`config.mk`:
```
export PLATFORM = sky130hd
export DESIGN_NAME = hpdmc_ctlif_seq
export DESIGN_NICKNAME = d
export VERILOG_FILES = /design/src/rtl/hpdmc_ctlif_seq.sv
export SDC_FILE = /design/constraint.sdc
export NUM_CORES = 1
export LEC_CHECK = 0
export ABC_AREA = 1
export BUFFER_PORTS_ARGS = -buffer_cell sky130_fd_sc_hd__buf_2
export CAP_MARGIN = 20
export CORE_AREA = 2 2 110 86
export CTS_CLUSTER_DIAMETER = 100
export CTS_CLUSTER_SIZE = 20
export DETAILED_ROUTE_END_ITERATION = 10
export DIE_AREA = 0 0 112 88
export GPL_TIMING_DRIVEN = 0
export PLACE_DENSITY = 0.77
export REMOVE_ABC_BUFFERS = 1
export SYNTH_ARGS = -nofsm -noshare
export SYNTH_HDL_FRONTEND = slang
export SYNTH_SLANG_ARGS = --single-unit
```
`constraint.sdc`:
```
create_clock -name sys_clk -period 1.9 [get_ports sys_clk]
set_input_delay 0.38 -clock sys_clk [delete_from_list [all_inputs] [get_ports sys_clk]]
set_output_delay 0.38 -clock sys_clk [all_outputs]
set_load 0.03 [all_outputs]
```
`src/rtl/hpdmc_ctlif_seq.sv`:
```
// hpdmc_ctlif_seq
// CSR control interface for the HPDMC SDRAM controller. Holds the SDRAM mode
// bits, timing parameters and IDELAY control. In bypass mode it issues
// software SDRAM commands, followed by a hardware post-command wait counter.
// It can send repeated IDELAY tap pulses and reports busy/overrun status.
//
// Ports
//   sys_clk, sys_rst          clock and synchronous active-high reset
//   csr_a, csr_we, csr_di     CSR bus: [13:10] page, [2:0] register
//   csr_do                    registered read data, 1-cycle latency
//   bypass, sdram_rst,        mode control
//   sdram_cke
//   sdram_cs_n/we_n/          software command pins, active low,
//   cas_n/ras_n               one-cycle pulses
//   sdram_adr, sdram_ba       address and bank for software commands
//   tim_rp .. tim_wr          timing parameters for the controller
//   idelay_rst/ce/inc/cal     IDELAY tap control
//
// Register map (on the selected page)
//   0 CTRL rw   [0] bypass  [1] sdram_rst  [2] cke
//   1 CMD  wo   [3:0] {ras,cas,we,cs}  [4+:ADR_W] adr  next BA_W bits: ba
//               [31:24] WAIT.  Reads back {WAIT remaining, ba, adr, 4'h0}.
//   2 TIM  rw   LSB first {wr,rfc,refi,cas,rcd,rp}
//   3 IDLY wo   [0] rst  [1] ce  [2] inc  [3] cal  [15:8] pulse count N
//   4 STAT ro   [0] cmd_busy  [1] idly_busy  [2] overrun (write 1 to clear)
module hpdmc_ctlif_seq #(
  parameter logic [3:0] csr_addr = 4'h0,
  parameter int ADR_W    = 13,
  parameter int BA_W     = 2,
  parameter int REFI_W   = 11,
  parameter int REFI_RST = 620
) (
  input  logic              sys_clk,
  input  logic              sys_rst,
  input  logic [13:0]       csr_a,
  input  logic              csr_we,
  input  logic [31:0]       csr_di,
  output logic [31:0]       csr_do,
  output logic              bypass,
  output logic              sdram_rst,
  output logic              sdram_cke,
  output logic              sdram_cs_n,
  output logic              sdram_we_n,
  output logic              sdram_cas_n,
  output logic              sdram_ras_n,
  output logic [ADR_W-1:0]  sdram_adr,
  output logic [BA_W-1:0]   sdram_ba,
  output logic [2:0]        tim_rp,
  output logic [2:0]        tim_rcd,
  output logic              tim_cas,
  output logic [REFI_W-1:0] tim_refi,
  output logic [3:0]        tim_rfc,
  output logic [1:0]        tim_wr,
  output logic              idelay_rst,
  output logic              idelay_ce,
  output logic              idelay_inc,
  output logic              idelay_cal
);

  // Decrement that stops at zero instead of wrapping.
  function automatic logic [7:0] sat_dec(input logic [7:0] x);
    return (x == 8'd0) ? 8'd0 : x - 8'd1;
  endfunction

  // Timing register image, packed LSB first; unused MSBs read as zero.
  function automatic logic [31:0] pack_tim(
    input logic [2:0]        rp,
    input logic [2:0]        rcd,
    input logic              cas,
    input logic [REFI_W-1:0] refi,
    input logic [3:0]        rfc,
    input logic [1:0]        wr
  );
    logic [31:0] t;
    t                    = '0;
    t[2:0]               = rp;
    t[5:3]               = rcd;
    t[6]                 = cas;
    t[7 +: REFI_W]       = refi;
    t[7 + REFI_W +: 4]   = rfc;
    t[11 + REFI_W +: 2]  = wr;
    return t;
  endfunction

  logic        csr_selected;
  logic        wr_ctrl, wr_cmd, wr_tim, wr_idly, wr_stat;
  logic        cmd_pulse;      // command pins are low this cycle
  logic [7:0]  cmd_wait;       // post-command wait cycles remaining
  logic        cmd_busy;
  logic        cmd_accept, cmd_drop;
  logic [7:0]  idly_rem;       // ce pulses still to issue after the current one
  logic        idly_busy;
  logic        idly_accept, idly_drop;
  logic        overrun;
  logic [31:0] rd_data;
  logic        unused_bits;

  assign csr_selected = (csr_a[13:10] == csr_addr);
  assign wr_ctrl = csr_selected & csr_we & (csr_a[2:0] == 3'd0);
  assign wr_cmd  = csr_selected & csr_we & (csr_a[2:0] == 3'd1);
  assign wr_tim  = csr_selected & csr_we & (csr_a[2:0] == 3'd2);
  assign wr_idly = csr_selected & csr_we & (csr_a[2:0] == 3'd3);
  assign wr_stat = csr_selected & csr_we & (csr_a[2:0] == 3'd4);

  // The pulse cycle itself counts as busy, so WAIT=0 still blocks that cycle.
  assign cmd_busy   = cmd_pulse | (cmd_wait != 8'd0);
  assign cmd_accept = wr_cmd & ~cmd_busy;
  assign cmd_drop   = wr_cmd &  cmd_busy;

  assign idly_busy   = idelay_ce | (idly_rem != 8'd0);
  assign idly_accept = wr_idly & csr_di[1] & ~idly_busy;
  assign idly_drop   = wr_idly & csr_di[1] &  idly_busy;

  assign unused_bits = ^{csr_a[9:3], csr_di};

  always_comb begin
    rd_data = '0;
    case (csr_a[2:0])
      3'd0: rd_data[2:0] = {sdram_cke, sdram_rst, bypass};
      3'd1: begin
        rd_data[4 +: ADR_W]        = sdram_adr;
        rd_data[4 + ADR_W +: BA_W] = sdram_ba;
        rd_data[31:24]             = cmd_wait;
      end
      3'd2: rd_data = pack_tim(tim_rp, tim_rcd, tim_cas, tim_refi, tim_rfc, tim_wr);
      3'd4: rd_data[2:0] = {overrun, idly_busy, cmd_busy};
      default: rd_data = '0;
    endcase
  end

  always_ff @(posedge sys_clk) begin
    if (sys_rst) begin
      csr_do      <= '0;
      bypass      <= 1'b1;
      sdram_rst   <= 1'b1;
      sdram_cke   <= 1'b0;
      sdram_cs_n  <= 1'b1;
      sdram_we_n  <= 1'b1;
      sdram_cas_n <= 1'b1;
      sdram_ras_n <= 1'b1;
      sdram_adr   <= '0;
      sdram_ba    <= '0;
      tim_rp      <= 3'd2;
      tim_rcd     <= 3'd2;
      tim_cas     <= 1'b0;
      tim_refi    <= REFI_W'(REFI_RST);
      tim_rfc     <= 4'd6;
      tim_wr      <= 2'd2;
      idelay_rst  <= 1'b0;
      idelay_ce   <= 1'b0;
      idelay_inc  <= 1'b0;
      idelay_cal  <= 1'b0;
      cmd_pulse   <= 1'b0;
      cmd_wait    <= '0;
      idly_rem    <= '0;
      overrun     <= 1'b0;
    end else begin
      csr_do <= csr_selected ? rd_data : 32'd0;

      if (wr_ctrl) begin
        bypass    <= csr_di[0];
        sdram_rst <= csr_di[1];
        sdram_cke <= csr_di[2];
      end

      if (wr_tim) begin
        tim_rp   <= csr_di[2:0];
        tim_rcd  <= csr_di[5:3];
        tim_cas  <= csr_di[6];
        tim_refi <= csr_di[7 +: REFI_W];
        tim_rfc  <= csr_di[7 + REFI_W +: 4];
        tim_wr   <= csr_di[11 + REFI_W +: 2];
      end

      // Command pins idle high unless a write was accepted on the previous
      // cycle; a write is accepted only when idle, so one write -> one pulse.
      sdram_cs_n  <= 1'b1;
      sdram_we_n  <= 1'b1;
      sdram_cas_n <= 1'b1;
      sdram_ras_n <= 1'b1;
      if (cmd_accept) begin
        sdram_cs_n  <= ~csr_di[0];
        sdram_we_n  <= ~csr_di[1];
        sdram_cas_n <= ~csr_di[2];
        sdram_ras_n <= ~csr_di[3];
        sdram_adr   <= csr_di[4 +: ADR_W];
        sdram_ba    <= csr_di[4 + ADR_W +: BA_W];
        cmd_pulse   <= 1'b1;
        cmd_wait    <= csr_di[31:24];
      end else begin
        cmd_pulse <= 1'b0;
        // Wait countdown starts only once the pulse cycle is over.
        if (!cmd_pulse)
          cmd_wait <= sat_dec(cmd_wait);
      end

      idelay_rst <= wr_idly & csr_di[0];
      if (wr_idly)
        idelay_cal <= csr_di[3];

      // Pulse train: ce high, one idle cycle, ce high ... until idly_rem is 0.
      if (idly_accept) begin
        idelay_ce  <= 1'b1;
        idelay_inc <= csr_di[2];
        idly_rem   <= sat_dec(csr_di[15:8]);
      end else if (idelay_ce) begin
        idelay_ce <= 1'b0;
      end else if (idly_rem != 8'd0) begin
        idelay_ce <= 1'b1;
        idly_rem  <= sat_dec(idly_rem);
      end

      // Set has priority over the software clear.
      if (cmd_drop | idly_drop)
        overrun <= 1'b1;
      else if (wr_stat & csr_di[2])
        overrun <= 1'b0;
    end
  end

endmodule
```
== Yosys cells after proc, flatten, opt, wreduce, memory -nomap -nowiden ==
Index checks and enable logic that the tools add are counted.
Word-level totals
  output and inout port bits: 82
  bits in registers: 100
  input bits: 49
  logic and storage cells: 91
Operators by class
  $add $sub $neg: 3
  reductions and logical operators: 14
  equal/unequal tests: 6
  bitwise gates (word level): 26
  multiplexer cells: 16
Operators with widths (count)
  $mux W8: 8
  $pmux W15 S2: 1
  $logic_not A8 Y1: 3
  $sub A8 B1 Y8 const B: 3
  $reduce_bool A8 Y1: 2
  $and A1 B1 Y1: 13
  $not A1 Y1: 10
  $pmux W3 S3: 1
  $eq A3 B2 Y1 const B: 2
  $mux W1: 6
  $reduce_or A3 Y1: 2
  $logic_not A4 Y1: 1
  $ne A2 B1 Y1 const B: 2
  $reduce_bool A2 Y1: 2
  $reduce_or A2 Y1: 2
  $eq A3 B1 Y1 const B: 1
  $eq A3 B3 Y1 const B: 1
  $logic_not A3 Y1: 1
  $or A1 B1 Y1: 3
  $reduce_and A2 Y1: 1

== Depth between registers and ports, before layout ==
Gate-level depths: netlist of the first run.
  depth after elaboration: 7
  gate-level depth with buffers: 10

== Least setup slack after synthesis of the first run ==
Ideal clock, no wire load.
  path kind: register -> register
  start: register cmd_wait[0]
  end: register sdram_adr[10]
  required time: 1784 ps
  stages on the path, launching flop included: 11
  arrival: 1418 ps
  slack: 366 ps
  path buffers: 1
  path through: dfxtp_1 inv_1 ha_1 nand2_2 nor2_4 nand4_4 nor2_8 inv_4 buf_6 nor2_2 nor2_1
On the way
  cells in the longest elaborated chain, start to end: 4
Ends and longest elaborated chain
  from (decl): RTL line 88  | logic [7:0] cmd_wait;
  from (signal assigned): RTL line 189  | cmd_wait <= csr_di[31:24];
  from (signal assigned): RTL line 194  | cmd_wait <= sat_dec(cmd_wait);
  $reduce_bool A8 Y1: RTL line 106  | assign cmd_busy = cmd_pulse | (cmd_wait != 8'd0);
  $or A1 B1 Y1: RTL line 106
  $not A1 Y1: RTL line 107  | assign cmd_accept = wr_cmd & ~cmd_busy;
  $and A1 B1 Y1: RTL line 107
  to (signal assigned): RTL line 186  | sdram_adr <= csr_di[4 +: ADR_W];
  to (decl): RTL line 46  | output logic [ADR_W-1:0] sdram_adr,
Every way passes these cells.
A chain may end at the register's enable or synchronous reset.

== Final worst setup path of the first run ==
  start: register cmd_wait[0]
  end: register sdram_cas_n
On the way
  cells in the longest elaborated chain, start to end: 6
Ends and longest elaborated chain
  $reduce_bool A8 Y1: RTL line 106
  $or A1 B1 Y1: RTL line 106
  $not A1 Y1: RTL line 107
  $and A1 B1 Y1: RTL line 107
  $not A1 Y1 (no source line)
  $reduce_or A2 Y1 (no source line)
  to (signal assigned): RTL line 184  | sdram_cas_n <= ~csr_di[2];
  to (decl): RTL line 44  | output logic sdram_cas_n,
Every way passes these cells.

==> out/qor.yml, run 1 <==
status:
  outcome: "complete, no violations"
detailed_routing:
  firstDrtPassIters: 5
  drt_wl_total_um: 12300
  drt-wirelength-per-cell_um: 15.0
  final_antenna_net_count: 0
  drt_iter0_drc: 538
  vias: 4334
  drc: 0
  viasPerCell: 5.29
final_layout:
  layout.cells.non_filler: 819
  stdcell_area_mm2: 0.00538
  finalNetCount: 755
  drive_gt1_share_pct: 26.4
  n_fill_cell: 778
  synthToLayoutAreaGrowth_pct: 25.5
  final_core_util_pct: 61.3
  insertedDiodeCount: 0
  multiInputGateArea_mm2: 0.00197
  layout.area.seq_mm2: 0.00200
timing:
  max_freq_ghz: 0.567
  slew_viol_final: 0
  fin_crit_ns: 1.76
  finalCritPeriodShare_pct: 92.8
  slew_headroom_pct: 54.0
  finalSetupViolations: 0
  rsz0062_at_grt: "no"
  hold_violations: 0
  tightest_slew_ns: 0.690
  fin_skew_ns: 0.00782
global_route:
  globalRouteOverflowTotal: 0
  grt_pass1_vias: 3981
  grt_pass1_wl_um: 19200
  grt_use_total_pct: 24.7
  antenna_found_initial: 0
  grt_start_max_net_pins: 32
logic_synthesis:
  synth_cells: 580
  yosys-top-cells-area: "dfxtp_1 (47%), nand2_1 (9.2%), nor2_1 (8.5%)"
  synthTopCellsByCount: "nand2_1 (105), dfxtp_1 (100), nor2_1 (97)"
  syn_area_mm2: 0.00429
  yosysWarnings: 0
  synth_edf_count: 0
  ys_seq_area_share_pct: 46.7
  synthArstFlopShare_pct: 0
  yosysTopAreaCell: "dfxtp_1"
  synth-seq-cells: 100
  synth_top_area_share_pct: 46.7
  synth_most_common_cell: "nand2_1"
  synth_top_flop_cell: "dfxtp_1"
  synth_cell_type_count: 33
  avgSynthCellArea_um2: 7.40
cts:
  cts_hold_buf: 0
  cts_buffers: 9
  htree_num_levels: 3
  root_buffer: "clkbuf_16"
  cts_tree: "built"
  clk_latency_ns: 0.35
  cts_buffer_depth: 2
  clk_pin_slew_ns: 0.07
  cts_sinks: 100
pwr:
  power.share.sequential_pct: 37.8
  switching_power_uw: 2260
  sw_frac_of_total_pct: 35.8
  ir_worst_vdd_uv: 628
  p_int_uw: 4060
  pwr-share-clk_pct: 30.8
  p_comb_share_pct: 31.4
  p_leak_uw: 0.00273
  p_per_area_mw_per_mm2: 1170
hold_path:
  hold_class: "input port to register"
floorplan:
  die_area_mm2: 0.00986
  rows: 30
  core_mm2: 0.00878
  start_util_pct: 48.8
  die_x_um: 112
  die_h_um: 88
  io-pin-count: 131
worst_setup_path:
  cp-end-kind: "register"
  cp-start-kind: "register"
  critPathKind: "register to register"
  cp.required_ns: 2.14
  path_max_fanout: 16
  worstPathArrival_ns: 2.00
run:
  drv_cap: 0
placement:
  dp.cells: 798
  port_buffers: 123
  globalplace.congestion: 0.931
  placed_area_mm2: 0.00498
  dp_hpwl_um: 8440
timing repair:
item / 4_1_cts / 5_1_grt
setup buffers: 1 / 3
endpoints found under the hold margin: 0 / 0
cloned: 1 / 0
setup endpoints to repair: 20 / 42
pin swaps: 1 / 2
gates resized for setup: 0 / 5
flip-flops by register name, summed over array words and instances (netlist names), 2 cells and up:
name and count:
cmd_wait 8, csr_do 32, idly_rem 8, sdram_adr 13, sdram_ba 2, tim_rcd 3, tim_refi 11, tim_rfc 4
tim_rp 3, tim_wr 2
cells by family after synthesis:
group                    count (synthesis)  synth area share, %
AO/OA/AOI/OAI                           90                 10.9
XOR/XNOR                                 2                0.408
AND/OR/NAND/NOR                        306                 32.9
buffers and inverters                   78                 7.96
flip-flops                             100                 46.7
adder cells (fa/ha/maj)                  4                 1.17
area by class of cell:
type | count | area share (%)
timing repair buffer | 130 | 13.5
clock inverter | 6 | 1.51
multi-input combinational | 403 | 36.6
sequential | 100 | 37.2
inverter | 58 | 4.11
clock buffer | 10 | 4.44
tap | 112 | 2.60
per-layer routing:
metal	part of all wire, %	global-route usage [%]
met5	0	0
met4	1.4	8.09
met3	8.5	5.54
met2	47	41.7
met1	43	31.9
final timing paths:
path | startpoint | end | slack (ns) | cells past startpoint
setup reg to reg | cmd_wait[0] | sdram_cas_n | 0.14 | 9
hold / removal | csr_di[0] | sdram_cs_n | 0.20 | 2
hold reg to reg | tim_rfc[2] | csr_do[20] | 0.45 | 2
setup / recovery | cmd_wait[0] | sdram_cas_n | 0.14 | 9
through the flow:
step / setup TNS (ns) / worst slack [ns] / power, uW / hold slack [ns]
6_report: 0 / 0.137 / 6320 / 0.205
5_1_grt: 0 / 0.00777 / 6660 / 0.205
4_1_cts: 0 / 0.0301 / 6170 / 0.202
3_5_place_dp: -5.23 / -0.333 / 4220 / 0.448
3_3_place_gp: -52.24 / -1.47 / 4130 / 0.435
2_1_floorplan: -3.53 / -0.276 / 3800 / 0.442
layout by cell type, fill, tap and decap left out, types with 2 or more instances in the layout:
| cell type | count |
|---|---|
| a21oi_1 | 30 |
| buf_12 | 2 |
| clkinv_4 | 2 |
| nor2_2 | 14 |
| o211ai_1 | 5 |
| nor2_4 | 9 |
| nand3_1 | 67 |
| nor3_1 | 4 |
| ha_1 | 3 |
| buf_2 | 123 |
| nand2_2 | 6 |
| inv_6 | 2 |
| a31oi_1 | 3 |
| buf_6 | 2 |
| inv_1 | 53 |
| nand2_1 | 104 |
| clkbuf_16 | 9 |
| dfxtp_1 | 100 |
| inv_2 | 3 |
| o21ai_0 | 51 |
| nor2_1 | 95 |
power by group through the flow:
stage / clock network, uW / logic, uW / registers [uW]
2_1_floorplan: 0 / 1360 / 2430
3_3_place_gp: 0 / 1700 / 2430
3_5_place_dp: 0 / 1790 / 2430
4_1_cts: 1960 / 1820 / 2390
5_1_grt: 2040 / 2210 / 2410
6_report: 1950 / 1980 / 2390
critical path, stage by stage (launching register included):
cell	delay (ns)
dfxtp_1	0.31
inv_1	0.11
ha_1	0.20
nand2_2	0.10
nor2_4	0.16
nand4_4	0.19
nor2_8	0.19
inv_4	0.13
nor2_4	0.19
nand2_1	0.07
Power figures use the tool's default switching activity.
==> inputs of run 2 (changes only) <==
Settings changed: BUFFER_PORTS_ARGS -buffer_cell sky130_fd_sc_hd__buf_2 to -buffer_cell sky130_fd_sc_hd__clkbuf_2, CORE_AREA 2 2 110 86 to 2 2 115 89, DIE_AREA 0 0 112 88 to 0 0 117 91, PLACE_DENSITY 0.77 to 0.74.
Clock period 1.9 ns to 1.6 ns, I/O delays scaled along.
==> run 2 against run 1 <==
Net effect: the run now ends with negative setup slack left; critical path depth is 1 higher; flip-flop and latch count stayed put; sequential power is 20% higher; register-to-register slack worse by 0.14 ns; non-clock buffer count is 18 higher.
==> out/qor.yml, run 2 (same netlist as run 1, synthesis figures left out) <==
status:
  outcome: "finished, violations left"
  violations: "negative setup slack"
timing:
  rsz0062_at_grt: "yes"
  finalCritPeriodShare_pct: 101  # +7.7 points
  hold_violations: 0  # unchanged
  tightest_slew_ns: 0.724  # +0.0346 ns
  slew_viol_final: 0  # unchanged
  finalSetupViolations: 2  # +2
  setup_slack_ns: -0.00813  # -0.145 ns
  slew_headroom_pct: 51.7  # -2.3 points
  fin_crit_ns: 1.61  # -0.155 ns
  max_freq_ghz: 0.622  # +9.6%
  fin_skew_ns: 0.00636  # -0.00146 ns
worst_setup_path:
  cp.depth: 10  # +1
  ff2ff_path_depth: 10  # +1
  critPathSlowestCell: "dfxtp_2"
  cp.required_ns: 1.84  # -0.30 ns
  worstPathArrival_ns: 1.85  # -0.15 ns
  cp-start-kind: "register"
  critPathKind: "register to register"
  path_max_fanout: 5  # -11
  cp-end-kind: "register"
  crit_chain: "inv_2, ha_4, nand2_4, nor2_4, nand4_4, nor2_8, inv_8, buf_12, nor2_2, nor2_1"
  critPathMaxStageDelay_ns: 0.33  # +0.02 ns
  crit_buf_inv: 3  # +1
  path_delay_family: "simple AND/OR/NAND/NOR gates"
detailed_routing:
  drt_iter0_drc: 481  # -11%
  vias: 4454  # +2.8%
  drc: 0  # unchanged
  drt_wl_total_um: 12800  # +4.2%
  final_antenna_net_count: 0  # unchanged
  viasPerCell: 5.18  # -2.1%
  firstDrtPassIters: 5  # unchanged
  drt-wirelength-per-cell_um: 14.9  # -0.74%
pwr:
  switching_power_uw: 2820  # +25%
  power_uw: 7680  # +21%
  power.share.sequential_pct: 37.2  # -0.6 points
  sw_frac_of_total_pct: 36.7  # +0.95 points
  pwr-share-clk_pct: 28.0  # -2.8 points
  p_comb_share_pct: 34.7  # +3.3 points
  p_leak_uw: 0.00277  # +1.7%
  p_int_uw: 4860  # +20%
  ir_worst_vdd_uv: 1100  # +76%
  p_per_area_mw_per_mm2: 1350  # +15%
final_layout:
  drive_gt1_share_pct: 31.7  # +5.3 points
  stdcell_area_mm2: 0.00569  # +5.7%
  final_core_util_pct: 59.9  # -1.4 points
  final_common_cell: "clkbuf_2"
  finalNetCount: 776  # +2.8%
  synthToLayoutAreaGrowth_pct: 32.7
  insertedDiodeCount: 0  # unchanged
  largest_register: "csr_do"
  reg_top3: "csr_do (32), sdram_adr (13), tim_refi (11)"
  largest_reg_flops: 32  # unchanged
  final_cell_mix: "clkbuf_2 (123), nand2_1 (101), dfxtp_1 (99)"
floorplan:
  core_mm2: 0.00950  # +8.2%
  start_util_pct: 45.1  # -3.7 points
  rows: 31  # +3.3%
  die_area_mm2: 0.0106  # +8.0%
  die_h_um: 91  # +3.4%
  die_x_um: 117  # +4.5%
  io-pin-count: 131  # unchanged
cts:
  root_buffer: "clkbuf_16"
  cts_sinks: 100  # unchanged
  cts_tree: "built"
  htree_num_levels: 3  # unchanged
  cts_buffer_depth: 2  # unchanged
  clk_pin_slew_ns: 0.07  # about the same
  cts_buffers: 9  # unchanged
  clk_latency_ns: 0.35  # about the same
hold_path:
  worstHoldPathCells: 2  # unchanged
  hold_class: "input port to register"
global_route:
  globalRouteOverflowTotal: 0  # unchanged
  grt_pass1_wl_um: 19500  # +1.4%
  grt_use_total_pct: 23.4  # -1.3 points
  grt_pass1_vias: 3963  # -0.45%
  grt_start_max_net_pins: 29  # -9.4%
  antenna_found_initial: 0  # unchanged
placement:
  placed_area_mm2: 0.00499  # +0.28%
  dp_hpwl_um: 8330  # -1.4%
  port_buffers: 123  # unchanged
  place_ws_ns: -0.896  # -0.562 ns
  globalplace.congestion: 0.921  # -1.1%
run:
  drv_cap: 0  # unchanged
run 2: changes by cell type in the layout (fill, tap and decap cells not counted), moves of 4 or more:
cell | before | now
buf_4 | 1 | 18
nor2_4 | 9 | 19
clkbuf_2 | 0 | 123
buf_2 | 123 | 0
inv_1 | 53 | 46
nor2_1 | 95 | 87
clkinvlp_4 | 0 | 5
inv_2 | 3 | 7
run 2: layout make-up:
cell class	instances	area, um^2
clock buffer	10	239
inverter	58	238
tap	132	165
sequential	100	2000
multi-input combinational	405	2110
clock inverter	6	60.1
timing repair inverter	1	5.00
timing repair buffer	148	876
fill	841	3810
run 2: stage by stage:
step	hold slack (ns)	instances	TNS, ns
after floorplan	0.389	560	-11.36
after global placement	0.435	815	-73.50
after detailed placement	0.440	817	-30.22
after CTS	0.131	847	0
after global routing	0.141	860	-1.06
final	0.137	860	-0.0127
run 2: path summary, 6_finish.rpt:
kind                                  start          end  slack, ns
worst max-delay path            cmd_wait[1]  sdram_ba[0]     -0.008
worst min-delay path              csr_di[0]   sdram_cs_n       0.14
worst max register to register  cmd_wait[1]  sdram_ba[0]     -0.008
worst min register to register    tim_wr[1]   csr_do[23]       0.45
run 2: repair_timing:
item | in CTS | in global routing
cloned | 3 | 2
setup buffers | 11 | 11
pin swaps | 7 | 11
endpoints found under the setup margin | 55 | 42
hold buffers | 0 | 0
gates resized for setup | 21 | 28
run 2: per-layer routing:
layer | global-route usage [%] | up-vias | wire (um)
met1 | 33.3 | 2057 | 5800
met3 | 4.94 | 25 | 1000
met4 | 7.25 | 0 | 237
li1 | - | 2158 | -
met2 | 35.4 | 214 | 5770
met5 | 0 | - | 0
run 2: power groups by stage:
stage / sequential (uW) / clock [uW] / combinational, uW
finish: 2860 / 2150 / 2670
global route: 2880 / 2300 / 2980
detailed placement: 2890 / 0 / 2100
floorplan: 2890 / 0 / 1620
CTS: 2850 / 2190 / 2360
global placement: 2890 / 0 / 2040
run 2: worst register-to-register path, cell delays in order, from the launching register on:
cell	delay, ns
dfxtp_2	0.33
inv_2	0.07
ha_4	0.14
nand2_4	0.06
nor2_4	0.12
nand4_4	0.18
nor2_8	0.24
inv_8	0.07
buf_12	0.15
nor2_2	0.08
nor2_1	0.06
==> inputs of run 3 (changes only) <==
Settings changed: CELL_PAD_IN_SITES_DETAIL_PLACEMENT set to 1, CELL_PAD_IN_SITES_GLOBAL_PLACEMENT set to 1, CORE_AREA 2 2 115 89 to 2 2 137 106, DIE_AREA 0 0 117 91 to 0 0 139 108, PLACE_DENSITY 0.74 to unset, PLACE_DENSITY_LB_ADDON set to 0.1.
==> run 3 against run 2 <==
Net effect: the flow still finishes with violations (negative setup slack); via count fell by 1.7%; first-iteration DRC count fell by 74%; routed wire length up 13%; register-to-register slack worse by 0.02 ns; clock skew is 0.0028 ns higher; count of clock-buffer cells in the layout unchanged; hold slack got worse by 0.014 ns; cell count is 4.9% higher; setup slack got worse by 0.016 ns; fmax fell by 0.98%; critical path type unchanged; largest cell class unchanged.
==> out/qor.yml, run 3 (same netlist as run 1, synthesis figures left out) <==
final_layout:
  final_common_cell: "clkbuf_2"
  insertedDiodeCount: 0  # unchanged
  drive_gt1_share_pct: 32.2  # +0.46 points
  n_fill_cell: 1704  # +100%
  layout.area.seq_mm2: 0.00200  # unchanged
  multiInputGateArea_mm2: 0.00209  # -0.59%
  final_cell_mix: "clkbuf_2 (123), nand2_1 (99), dfxtp_1 (99)"
  largest_reg_flops: 32  # unchanged
  synthToLayoutAreaGrowth_pct: 34.3
  largest_register: "csr_do"
  finalNetCount: 775  # -0.13%
  reg_top3: "csr_do (32), sdram_adr (13), tim_refi (11)"
  layout.cells.non_filler: 902  # +4.9%
floorplan:
  core_mm2: 0.0135  # +42%
  io-pin-count: 131  # unchanged
  die_area_mm2: 0.0150  # +41%
  die_h_um: 108  # +19%
  start_util_pct: 31.7  # -13 points
  die_x_um: 139  # +19%
  rows: 37  # +19%
detailed_routing:
  vias: 4380  # -1.7%
  drt_iter0_drc: 124  # -74%
  drc: 0  # unchanged
  viasPerCell: 4.86  # -6.2%
  drt_wl_total_um: 14400  # +13%
  firstDrtPassIters: 4  # -1
  drt-wirelength-per-cell_um: 16.0  # +7.4%
  final_antenna_net_count: 0  # unchanged
placement:
  globalplace.congestion: 0.821  # -11%
  port_buffers: 123  # unchanged
  dp_hpwl_um: 9910  # +19%
  dp.cells: 860  # +5.3%
  place_ws_ns: -0.646  # +0.250 ns
worst_setup_path:
  regToRegSetupSlack_ns: -0.02  # -0.02 ns
  critPathKind: "register to register"
  cp-start-kind: "register"
  cp-end-kind: "register"
  cp.required_ns: 1.90  # +0.06 ns
  timing.rr.end: "sdram_adr[11]"
  worstPathArrival_ns: 1.92  # +0.07 ns
  cp-startpoint: "cmd_wait[0]"
  ff2ff_path_depth: 10  # unchanged
  r2r-start: "cmd_wait[0]"
  crit_end: "sdram_adr[11]"
  path_max_fanout: 5  # unchanged
timing:
  hold_slack_ns: 0.123  # -0.0142 ns
  slew_headroom_pct: 60.8  # +9.1 points
  max_freq_ghz: 0.616  # -0.98%
  fin_crit_ns: 1.62  # +0.0160 ns
  setup_slack_ns: -0.0241  # -0.0160 ns
  slew_viol_final: 0  # unchanged
  tightest_slew_ns: 0.588  # -0.136 ns
  fin_tns_setup_ns: -0.0611  # -0.0484 ns
  rsz0062_at_grt: "yes"
  fin_skew_ns: 0.00917  # +0.00281 ns
  hold_violations: 0  # unchanged
  finalCritPeriodShare_pct: 102  # +1.0 points
  finalSetupViolations: 4  # +2
cts:
  clk_pin_slew_ns: 0.08  # about the same
  clk_latency_ns: 0.35  # about the same
  cts_tree: "built"
  htree_num_levels: 3  # unchanged
  cts_buffer_depth: 2  # unchanged
  root_buffer: "clkbuf_16"
  cts_hold_buf: 0  # unchanged
  cts_buffers: 9  # unchanged
  cts_sinks: 100  # unchanged
run:
  drv_cap: 0  # unchanged
global_route:
  antenna_found_initial: 0  # unchanged
  grt_pass1_wl_um: 22600  # +16%
  grt_use_total_pct: 19.2  # -4.2 points
  grt_start_max_net_pins: 52  # +79%
  grt_pass1_vias: 4319  # +9.0%
  globalRouteOverflowTotal: 0  # unchanged
status:
  outcome: "finished, violations left"
  violations: "negative setup slack"
hold_path:
  hold_class: "input port to register"
pwr:
  power_uw: 7830  # +1.9%
  ir_worst_vdd_uv: 638  # -42%
  p_per_area_mw_per_mm2: 1360  # +0.71%
  p_leak_uw: 0.00279  # +0.77%
-- run 3: cell types whose count changed in the layout (fill, tap and decap cells not counted), sizes merged --
cell and change:
clkbuf +2, clkinv +1, clkinvlp -2, nand2 -1
nor2 -1
-- run 3: worst min path at each step --
stage                              to  cells past startpoint  startpoint  slack, ns
after floorplan           sdram_cas_n                      1   csr_di[2]       0.39
after global placement     csr_do[22]                      2   tim_wr[0]       0.44
after detailed placement   csr_do[23]                      2   tim_wr[1]       0.44
after CTS                  sdram_cs_n                      2   csr_di[0]       0.12
after global routing       sdram_cs_n                      2   csr_di[0]       0.13
final                      sdram_cs_n                      2   csr_di[0]       0.12
-- run 3: cell type report --
type / instances / area share (%)
timing repair buffer: 150 / 15.7
clock buffer: 10 / 4.15
tap: 175 / 3.80
inverter: 58 / 4.17
sequential: 100 / 34.8
multi-input combinational: 403 / 36.3
clock inverter: 6 / 1.02
-- run 3: repair_timing --
action	4_1_cts	5_1_grt
cloned	2	1
endpoints found under the setup margin	54	65
hold endpoints to repair	0	0
pin swaps	6	24
gates resized for setup	19	35
setup buffers	12	11
-- run 3: where the power goes --
| part | leakage [uW] | switching, uW | total [uW] | internal (uW) |
|---|---|---|---|---|
| Clock | 0.000142 | 1070 | 2200 | 1130 |
| Combinational | 0.00184 | 1690 | 2780 | 1090 |
| Sequential | 0.000810 | 175 | 2850 | 2680 |
| Total | 0.00279 | 2930 | 7830 | 4900 |
-- run 3: metrics by stage --
stage | cell area (um^2) | util, %
after floorplan | 4170 | -
after CTS | 5520 | 40.9
after global placement | 5000 | 37.0
after detailed placement | 5040 | 37.3
after global routing | 5760 | 42.6
final | 5760 | 42.6
-- run 3: routing by layer --
metal  vias to the layer above  share of wire [%]  global-route usage (%)
li1                       2158                  -                       -
met1                      2110                 47                    24.8
met2                        96                 47                    32.2
met3                        16                4.9                    4.61
met4                         0                1.4                    5.41
met5                         -                  0                       0
-- run 3: worst max-delay path, stage by stage (launching register included) --
cell and delay (ns):
dfxtp_1 0.32, inv_2 0.08, ha_4 0.15, nand2_4 0.06, nor2_4 0.13, nand4_4 0.16
buf_6 0.17, nor2_4 0.13, clkbuf_16 0.18, o21ai_0 0.07, nor2_1 0.11
